### src/rtl/regfile_write_queue.sv
// Write-back queue for the 32x32 regfile; two producers (mem, ALU) in, one regfile write per cycle out.
// Latency: accept at edge N -> RegWrite visible after edge N+1; readies come from the registered count only.
// Backpressure: Mem accepted while a slot is free, ALU while two are free; WQ_PENDING_EN compiles the RAW-hazard comparators.
module regfile_write_queue #(
  parameter int DEPTH  = 4,
  parameter int ADDR_W = 5,
  parameter int DATA_W = 32
) (
  input  logic              Clk,
  input  logic              Reset_n,
  input  logic              MemValid,
  output logic              MemReady,
  input  logic [ADDR_W-1:0] MemAddr,
  input  logic [DATA_W-1:0] MemData,
  input  logic              AluValid,
  output logic              AluReady,
  input  logic [ADDR_W-1:0] AluAddr,
  input  logic [DATA_W-1:0] AluData,
  output logic [ADDR_W-1:0] WriteRegister,
  output logic [DATA_W-1:0] WriteData,
  output logic              RegWrite,
  input  logic [ADDR_W-1:0] ReadRegister1,
  input  logic [ADDR_W-1:0] ReadRegister2,
  output logic              Pending1,
  output logic              Pending2
);

  localparam int PW = $clog2(DEPTH);
  localparam int CW = $clog2(DEPTH + 1);

  logic [ADDR_W-1:0] addr_q [DEPTH];
  logic [DATA_W-1:0] data_q [DEPTH];
  logic [PW-1:0]     rd_ptr, wr_ptr, alu_ptr;
  logic [CW-1:0]     count;
  logic              push_mem, push_alu, pop;

  assign MemReady = Reset_n && (count <= CW'(DEPTH - 1));
  assign AluReady = Reset_n && (count <= CW'(DEPTH - 2));

  // r0 writes complete the handshake but never occupy a slot
  assign push_mem = MemValid && MemReady && (MemAddr != '0);
  assign push_alu = AluValid && AluReady && (AluAddr != '0);
  assign pop      = (count != '0);
  assign alu_ptr  = wr_ptr + PW'(push_mem);

  always_ff @(posedge Clk or negedge Reset_n) begin
    if (!Reset_n) begin
      count         <= '0;
      rd_ptr        <= '0;
      wr_ptr        <= '0;
      RegWrite      <= 1'b0;
      WriteRegister <= '0;
      WriteData     <= '0;
    end else begin
      count    <= count + CW'(push_mem) + CW'(push_alu) - CW'(pop);
      wr_ptr   <= wr_ptr + PW'(push_mem) + PW'(push_alu);
      rd_ptr   <= rd_ptr + PW'(pop);
      RegWrite <= pop;
      if (pop) begin
        WriteRegister <= addr_q[rd_ptr];
        WriteData     <= data_q[rd_ptr];
      end
    end
  end

  // Mem lands first so an ALU write to the same register retires last
  always_ff @(posedge Clk) begin
    if (push_mem) begin
      addr_q[wr_ptr] <= MemAddr;
      data_q[wr_ptr] <= MemData;
    end
    if (push_alu) begin
      addr_q[alu_ptr] <= AluAddr;
      data_q[alu_ptr] <= AluData;
    end
  end

`ifdef WQ_PENDING_EN
  logic hit1, hit2;

  always_comb begin
    hit1 = RegWrite && (WriteRegister == ReadRegister1);
    hit2 = RegWrite && (WriteRegister == ReadRegister2);
    for (int i = 0; i < DEPTH; i++) begin
      if (CW'(i) < count) begin
        if (addr_q[rd_ptr + PW'(i)] == ReadRegister1) hit1 = 1'b1;
        if (addr_q[rd_ptr + PW'(i)] == ReadRegister2) hit2 = 1'b1;
      end
    end
  end

  assign Pending1 = hit1 && (ReadRegister1 != '0);
  assign Pending2 = hit2 && (ReadRegister2 != '0);
`else
  logic unused_rd;
  assign unused_rd = ^{ReadRegister1, ReadRegister2};
  assign Pending1  = 1'b0;
  assign Pending2  = 1'b0;
`endif

endmodule
### config.mk
export PLATFORM = sky130hd
export DESIGN_NAME = regfile_write_queue
export DESIGN_NICKNAME = d
export VERILOG_FILES = /design/src/rtl/regfile_write_queue.sv
export SDC_FILE = /design/constraint.sdc
export NUM_CORES = 1
export LEC_CHECK = 0
export BUFFER_PORTS_ARGS = -buffer_cell sky130_fd_sc_hd__buf_2
export CAP_MARGIN = 10
export CORE_MARGIN = 4
export CORE_UTILIZATION = 50
export DETAILED_ROUTE_END_ITERATION = 16
export GPL_TIMING_DRIVEN = 0
export PLACE_DENSITY = 0.74
export SLEW_MARGIN = 15
export SYNTH_ARGS = -nofsm -noshare
export SYNTH_HDL_FRONTEND = slang
export SYNTH_SLANG_ARGS = --single-unit
### constraint.sdc
create_clock -name Clk -period 6.2 [get_ports Clk]
set_clock_uncertainty 0.2 [all_clocks]
set_input_delay 0.62 -clock Clk [delete_from_list [all_inputs] [get_ports Clk]]
set_output_delay 0.62 -clock Clk [all_outputs]
set_load 0.005 [all_outputs]
==> run_results.csv, run 1 <==
group,metric,value,unit
floorplan,core,17900,sq um
finish,drive_gt1_share,62.69,%
finish,fin_nets,730,
floorplan,start_util,50.71,%
yosys,yosys_warnings,0,
sta,worst_slack,1.694,ns
floorplan,dieArea,20370,sq um
clock_network,cts-buffers-inserted,17,
route,finalWirelength,19760,um
clock_network,clkTransAtPathRegs,0.07,ns
clock_network,cts_tree,"done",
yosys,ys_types,30,
worst_setup_path,cpPeakStageDelay,0.83,ns
sta,whs,0.05155,ns
yosys,synthMostInstantiatedCell,"mux2_2",
power,p_leak,3.909,nW
finish,area_growth,18.02,%
power,irDropWorstVdd,0.0002403,V
sta,tightest_slew,1.015,ns
yosys,synth_commonest_cells,"mux2_2 (181), edfxtp_1 (148), dfrtp_1 (45), mux4_2 (37), buf_6 (12)",
route,drc,0,
worst_setup_path,reg2reg_depth,12,
yosys,synth_top_area_cell,"edfxtp_1",
sta,max_freq,221.9,MHz
worst_setup_path,setup.worst_path.end_class,"flip-flop",
worst_setup_path,required,6.13,ns
clock_network,clock_latency,0.42,ns
sta,final_max_slew_viol_count,0,
placement,hpwl,12910,um
worst_setup_path,crit_fanout,15,
yosys,yosys_register_bits,193,
yosys,syn_avg_cell_area,18.49,sq um
clock_network,clock_path_buffers,2,
finish,multi_input_area,3292,sq um
finish,antenna_cells,0,
route,routed_via_density,5.571,
min_path,hp-class,"in2async",
worst_setup_path,crit_top_cell,"buf_6",
yosys,ys_seq_area_share,61.36,%
placement,io_buffers,117,
clock_network,postCtsHoldBufs,0,
yosys,synth-edff-count,148,
yosys,synthCells,491,
route,vias,4875,
worst_setup_path,crit_type,"in2reg",
worst_setup_path,worstPathCellList,"buf_2, or4_1, o211ai_1, inv_1, ha_1, xnor2_1, nor4b_1, buf_6, buf_6, o21bai_4, buf_16",
worst_setup_path,worst_setup_path_start_kind,"primary input",
floorplan,die_y,142.7,um
clock_network,numClockSinks,193,
route,first_pass_iters,4,
sta,hold_violations,0,
global_routing,grt-ovfl-total,0,
global_routing,antenna_found_initial,2,
sta,fin_crit,4.506,ns
worst_setup_path,path_depth,11,
route,drt-initial-drc-count,313,
yosys,synth_flop_cell,"edfxtp_1",
power,power.density,400.4,nW/um^2
clock_network,h-tree-depth,4,
finish,num-fill-cells,1353,
finish,final-seq-area,5570,sq um
yosys,synth_area_leaders,"edfxtp_1 (49%), mux2_2 (22%), dfrtp_1 (12%)",
job,maxCapViolCount,0,
placement,place_ws,1.261,ns
route,antenna_left,0,
sta,rsz0062_at_grt,"false",
floorplan,dieWidth,142.7,um
floorplan,row_count,49,
yosys,yosys.area.top_type_share,48.96,%
status,status,"finished, final reports clean",
sta,setup_viol,0,
global_routing,grt.total_usage,20.21,%
clock_network,cts_root_buf,"clkbuf_16",
worst_setup_path,crit_family,"compound AO/OA/AOI/OAI gates",
floorplan,io_pins,130,
clock_network,cts_resized,0,
route,route.detailed.wl_per_inst,22.58,um
worst_setup_path,critPathBufInv,5,
sta,max_slew_margin,32.05,%
worst_setup_path,arrival,4.43,ns
global_routing,grt_pass1_vias,5357,
yosys,synthArstFlopShare,23.32,%
global_routing,grt_max_degree,48,
yosys,synth_area,9077,sq um
placement,place_congestion,0.7147,
worst_setup_path,critPathSlowestCell,"o211ai_1",
clock_network,post_cts_buffers,0,
sta,fin_crit_sh,72.68,%
global_routing,grt_pass1_wl,30330,um
==> cell type report <==
class	instances	share of cell area, %
buffer	30	2.079
clock buffer	20	4.356
clock inverter	11	0.8176
inverter	11	0.3854
multi-input combinational	258	30.73
sequential	193	52.00
tap	229	2.675
timing repair buffer	123	6.961
==> per-stage QoR <==
| stage | std cells | power [mW] | util [%] | area [sq um] | TNS, ns |
|---|---|---|---|---|---|
| floorplan | 492 | 2.785 | - | 9081 | 0 |
| global placement | 838 | 3.209 | 55.60 | 9953 | -73.45 |
| detailed placement | 844 | 3.308 | 56.74 | 10160 | 0 |
| CTS | 875 | 4.352 | 59.84 | 10710 | 0 |
| global route | 875 | 4.520 | 59.84 | 10710 | 0 |
| finish | 875 | 4.289 | 59.84 | 10710 | 0 |
==> cell usage in the layout, fill, tap and decap left out, drive strengths merged, types with 2 or more instances in the layout <==
master  netlist  layout
o21ai         2       2
or4           2       2
nand2         2       2
fa            2       2
nand2b        2       2
clkinv        0       8
ha            6       6
edfxtp      148     148
buf          24     147
o21bai        4       4
mux2        185     185
xnor2         3       3
clkbuf        6      26
nor3          2       2
dfrtp        45      45
nor4b         2       2
inv          11      12
mux4         37      37
conb          1       2
==> worst paths after layout <==
kind / startpoint / end / slack [ns]
hold / removal: Reset_n / WriteData[30] / 0.05
setup / recovery: MemAddr[0] / data_q[0][17] / 1.69
hold reg to reg: WriteRegister[3] / WriteRegister[3] / 0.30
min in group Clk: WriteRegister[3] / WriteRegister[3] / 0.30
max in group asynchronous: Reset_n / WriteData[12] / 5.27
setup reg to reg: count[2] / data_q[0][17] / 2.01
==> flip-flops by register name, summed over array words and instances, names as in the netlist <==
| register | cells |
|---|---|
| wr_ptr | 2 |
| data_q | 128 |
| addr_q | 20 |
| RegWrite | 1 |
| WriteRegister | 5 |
| count | 3 |
| rd_ptr | 2 |
| WriteData | 32 |
==> metal layers <==
metal / vias to the layer above / share of wire, % / track usage [%]
met5: - / 0.096 / 0
met4: 4 / 1.2 / 4.652
met3: 21 / 5.4 / 4.387
met2: 128 / 53 / 36.03
met1: 2495 / 40 / 25.38
li1: 2227 / - / -
==> power by group <==
group          leakage (nW)  switching, mW  internal [mW]
clock network         0.277          0.458          0.579
registers              1.86          0.117           1.73
logic                  1.77          0.651          0.754
==> cells by family after synthesis <==
kind of cell	count (synthesis)	share of synthesized area [%]
muxes	222	32.29
DFF	193	61.36
buffers and inverters	41	2.908
and+or+nand+nor	14	0.9926
adders and majority gates	8	1.268
AOI/OAI and AO/OA	8	0.7444
xor gates and xnor gates	4	0.3860
other	1	0.04131
No activity file was read; power rests on OpenSTA's default activity.
==> run 2, diff against run 1 <==
Clock period 6.2 ns to 4.62 ns, I/O delays scaled along.
==> run 2 against run 1 <==
Core utilization is 0.21 points higher. Setup slack worse by 1.4 ns. Clock-buffer cell count unchanged. Combinational power increased by 34%. Cell area rose by 0.35%. Worst hold slack improved by 0.13 ns. Cell count grew 0.23%. Via count rose by 0.62%.
==> run_results.csv, run 2 (synthesized netlist as in run 1, its figures left out) <==
group,metric,value,unit
global_routing,grt.total_usage,20.34,%
clock_network,h-tree-depth,4,
floorplan,die_y,142.7,um
finish,largest_reg_flops,128,
route,finalWirelength,19950,um
min_path,hp-class,"in2reg",
floorplan,dieArea,20370,sq um
sta,tightest_slew,1.019,ns
worst_setup_path,crit_type,"in2reg",
power,swShare,28.65,%
finish,drive_gt1_share,62.65,%
sta,rsz0062_at_grt,"false",
placement,place_ws,-0.1612,ns
status,status,"finished, final reports clean",
sta,max_freq,231.1,MHz
power,p_leak,3.926,nW
finish,antenna_cells,0,
global_routing,grt_max_degree,46,
route,route.detailed.wl_per_inst,22.75,um
worst_setup_path,required,4.54,ns
finish,final_cell_mix,"mux2_2 (181), edfxtp_1 (148), buf_2 (126)",
finish,final_common_cell,"mux2_2",
worst_setup_path,worst_setup_path_start_kind,"primary input",
global_routing,grt-ovfl-total,0,
min_path,worstHoldStart,"MemData[4]",
power,p_clk_share,24.2,%
sta,fin_crit,4.328,ns
floorplan,core,17900,sq um
finish,reg_top3,"data_q x128, WriteData x32, addr_q x20",
power,power_frac_comb,32.8,%
global_routing,antenna_found_initial,2,
clock_network,numClockSinks,193,
sta,hold_violations,0,
power,netSwitchingPower,1.652,mW
sta,final_max_slew_viol_count,0,
power,total_power,5.765,mW
finish,num-fill-cells,1349,
finish,area_growth,18.43,%
worst_setup_path,critPathLaunch,"MemAddr[0]",
global_routing,grt_pass1_vias,5358,
placement,place_congestion,0.7147,
power,power.density,536.3,nW/um^2
finish,finish.utilization,60.05,%
sta,max_slew_margin,31.75,%
sta,fin_crit_sh,93.67,%
floorplan,start_util,50.71,%
placement,io_buffers,117,
power,seqPwrFrac,43.0,%
sta,setup_viol,0,
clock_network,cts_tree,"done",
clock_network,cts_root_buf,"clkbuf_16",
sta,whs,0.1772,ns
route,vias,4905,
route,drt-initial-drc-count,292,
clock_network,post_cts_buffers,0,
job,maxCapViolCount,0,
route,antenna_left,0,
placement,hpwl,12910,um
worst_setup_path,crit_fanout,15,
route,first_pass_iters,5,
clock_network,postCtsHoldBufs,2,
floorplan,io_pins,130,
global_routing,grt_pass1_wl,30480,um
worst_setup_path,reg2reg_from,"count[2]",
finish,fin_nets,732,
clock_network,clkTransAtPathRegs,0.07,ns
clock_network,clock_path_buffers,2,
clock_network,clock_latency,0.42,ns
worst_setup_path,setup.worst_path.end_class,"flip-flop",
route,drc,0,
power,p_int,4.114,mW
finish,top_register,"data_q",
placement,placed_area,10160,sq um
clock_network,cts_resized,0,
floorplan,row_count,49,
finish,final_area,10750,sq um
sta,worst_slack,0.2924,ns
clock_network,cts-buffers-inserted,17,
route,routed_via_density,5.593,
floorplan,dieWidth,142.7,um
worst_setup_path,arrival,4.25,ns
power,irDropWorstVdd,0.0003233,V
==> run 2: worst paths after layout <==
kind                       cells after the start  slack (ns)                to
max                                           11        0.29     data_q[0][16]
min                                            2        0.18      data_q[3][4]
max reg2reg                                   12        0.45     data_q[0][16]
min reg2reg                                    1        0.30  WriteRegister[3]
max in group asynchronous                      3        3.54      WriteData[9]
min in group asynchronous                      3        0.41     WriteData[30]
==> run 2: layout make-up <==
| class | instances | area, sq um | share of cell area [%] |
|---|---|---|---|
| clock buffers | 20 | 466.7 | 4.341 |
| plain buffers | 30 | 222.7 | 2.072 |
| multi-input cells | 258 | 3292 | 30.62 |
| flip-flops and latches | 193 | 5570 | 51.82 |
| inverters | 11 | 41.29 | 0.3841 |
| repair buffers | 125 | 783.3 | 7.286 |
| clock inverters | 11 | 87.58 | 0.8147 |
| well taps | 229 | 286.5 | 2.665 |
==> run 2: metal layers <==
layer	vias to the layer above	GRT usage [%]	routed length (um)
met5	-	0	19
met3	10	4.454	987
met2	126	36.15	10580
met1	2537	25.60	8251
met4	4	4.652	116
li1	2228	-	-
==> run 2: critical path: stages <==
cell and delay, ns:
buf_2 0.14, or4_1 0.57, o211ai_1 0.83, inv_1 0.11, ha_1 0.23, xnor2_1 0.39
nor4b_1 0.50, buf_6 0.25, buf_6 0.19, o21bai_4 0.32, buf_16 0.24
==> run 2: metrics by stage <==
stage	std cells	setup TNS [ns]
floorplan	492	0
global route	877	0
CTS	877	0
finish	877	0
detailed placement	844	-7.573
global placement	838	-283.90
==> run 2: power groups by stage <==
stage                     registers (mW)  logic [mW]  clock network, mW
final                               2.48        1.89               1.39
after floorplan                     2.50        1.23                  0
after global routing                2.52        2.07               1.49
after CTS                           2.48        1.94               1.42
after detailed placement            2.52        1.92                  0
after global placement              2.53        1.78                  0
==> run 3, diff against run 2 <==
Settings changed: BUFFER_PORTS_ARGS -buffer_cell sky130_fd_sc_hd__buf_2 to not set, CTS_CLUSTER_DIAMETER set to 50, DONT_BUFFER_PORTS set to 1, PLACE_DENSITY 0.74 to 0.68, SLEW_MARGIN 15 to 20.
==> run 3 against run 2 <==
Sequential power up 2%. Non-clock buffer count down 113. Wire length down 0.87%. Combinational power down 12%. Sequential share of layout area up 2.7 points. Worst hold slack worse by 0.13 ns. Critical endpoint is now data_q[3][24].
==> run_results.csv, run 3 (synthesized netlist as in run 1, its figures left out) <==
group,metric,value,unit
route,antenna_left,0,
floorplan,start_util,50.71,%
sta,hold_violations,0,
global_routing,grt_pass1_wl,30190,um
worst_setup_path,worstPathCellList,"inv_1, ha_1, a311oi_1, o211ai_1, buf_4, inv_1, ha_1, xnor2_1, nor4b_1, buf_6, buf_6, o21bai_4, buf_12",
worst_setup_path,arrival,4.13,ns
worst_setup_path,crit_type,"reg2reg",
finish,largest_reg_flops,128,
placement,io_buffers,0,
sta,rsz0062_at_grt,"false",
power,power.density,546.5,nW/um^2
floorplan,dieWidth,142.7,um
min_path,hp-class,"in2reg",
floorplan,row_count,49,
clock_network,clock_path_buffers,2,
worst_setup_path,setup.worst_path.end_class,"flip-flop",
worst_setup_path,crit_fanout,19,
finish,final_area,10210,sq um
worst_setup_path,reg2reg_from,"count[2]",
clock_network,cts_tree,"done",
sta,tightest_slew,0.8089,ns
route,route.detailed.wl_per_inst,25.85,um
power,total_power,5.581,mW
floorplan,dieArea,20370,sq um
power,irDropWorstVdd,0.0002677,V
global_routing,antenna_found_initial,1,
sta,setup_viol,0,
finish,final_common_cell,"mux2_2",
placement,place_congestion,0.7804,
placement,placed_area,9598,sq um
finish,reg_top3,"data_q x128, WriteData x32, addr_q x20",
global_routing,top_usage_layer,"met2",
floorplan,die_y,142.7,um
clock_network,cts_root_buf,"clkbuf_16",
sta,whs,0.04501,ns
clock_network,numClockSinks,193,
finish,area_growth,12.50,%
route,finalWirelength,19780,um
route,drc,0,
sta,fin_crit_sh,90.94,%
clock_network,cts_resized,0,
sta,max_freq,238.0,MHz
worst_setup_path,worst_setup_path_start_kind,"flip-flop",
global_routing,grt-ovfl-total,0,
min_path,worstHoldStart,"AluData[10]",
worst_setup_path,required,4.55,ns
worst_setup_path,critPathSlowestCell,"a311oi_1",
route,first_pass_iters,4,
placement,place_ws,-0.1008,ns
finish,finish.utilization,57.05,%
global_routing,grt.total_usage,20.22,%
sta,final_max_slew_viol_count,0,
floorplan,io_pins,130,
global_routing,groute.layer.met1.usage,24.76,%
route,drt-initial-drc-count,262,
worst_setup_path,cpPeakStageDelay,0.50,ns
route,vias,4568,
clock_network,h-tree-depth,4,
power,p_leak,3.484,nW
finish,drive_gt1_share,55.22,%
placement,dp.cells,728,
global_routing,gr-usage-met2,34.72,%
status,status,"finished, final reports clean",
job,maxCapViolCount,0,
global_routing,grt_max_degree,46,
floorplan,core,17900,sq um
sta,fin_crit,4.202,ns
placement,hpwl,12910,um
sta,tns,0,ns
finish,final_cells,765,
global_routing,grt_pass1_vias,5166,
clock_network,clkTransAtPathRegs,0.07,ns
finish,top_register,"data_q",
global_routing,grt.met3_usage,5.995,%
sta,worst_slack,0.4184,ns
route,routed_via_density,5.971,
clock_network,clock_latency,0.43,ns
sta,max_slew_margin,46.07,%
worst_setup_path,critPathLaunch,"count[2]",
finish,antenna_cells,0,
finish,final_cell_mix,"mux2_2 (181), edfxtp_1 (148), dfrtp_1 (45)",
clock_network,cts-buffers-inserted,17,
finish,fin_nets,619,
==> run 3: changes by cell type in the layout (fill, tap and decap cells not counted), moves of 2 or more <==
cell,previous run,this run
clkbuf_8,3,0
buf_2,126,10
clkinv_1,2,0
clkinv_2,5,3
clkinv_4,1,5
buf_4,3,5
inv_6,1,4
==> run 3: where the power goes <==
group	total (mW)	internal, mW	switching, mW
combinational	1.67	0.894	0.772
sequential	2.53	2.32	0.208
clock	1.39	0.705	0.683
==> run 3: final timing paths <==
kind                                 end  slack (ns)  depth (start not counted)
max                        data_q[3][24]        0.42                         13
min                        data_q[3][10]        0.05                          1
max reg2reg                data_q[3][24]        0.42                         13
min reg2reg                    rd_ptr[0]        0.33                          1
max in group asynchronous   WriteData[2]        3.62                          2
min in group asynchronous  WriteData[27]        0.36                          2
==> run 3: area by class of cell <==
type | instances | area (sq um)
repair buffers | 12 | 245.2
inverters | 11 | 41.29
plain buffers | 30 | 222.7
well taps | 229 | 286.5
multi-input cells | 258 | 3292
fillers | 1399 | 7690
clock buffers | 17 | 425.4
flip-flops and latches | 193 | 5570
clock inverters | 15 | 128.9
==> run 3: worst max-delay path: cells and delay by family, from the launching register on <==
family / cells / cell delay (ns)
XOR/XNOR: 1 / 0.16
flip-flops: 1 / 0.40
buffers and inverters: 6 / 1.13
adder cells (fa/ha/maj): 2 / 0.33
AND/OR/NAND/NOR: 1 / 0.50
AO/OA/AOI/OAI: 3 / 1.18
==> run 3: repair_timing <==
action                     4_1_cts  5_1_grt
hold endpoints to repair        45        0
hold buffers                     2        0
buffers inserted                 0        2
setup endpoints to repair        0       59
==> run 3: routing by layer <==
layer	up-vias	wire length, um
met5	-	0
met4	0	329
met3	26	1516
met2	141	10200
met1	2395	7729
li1	2006	-
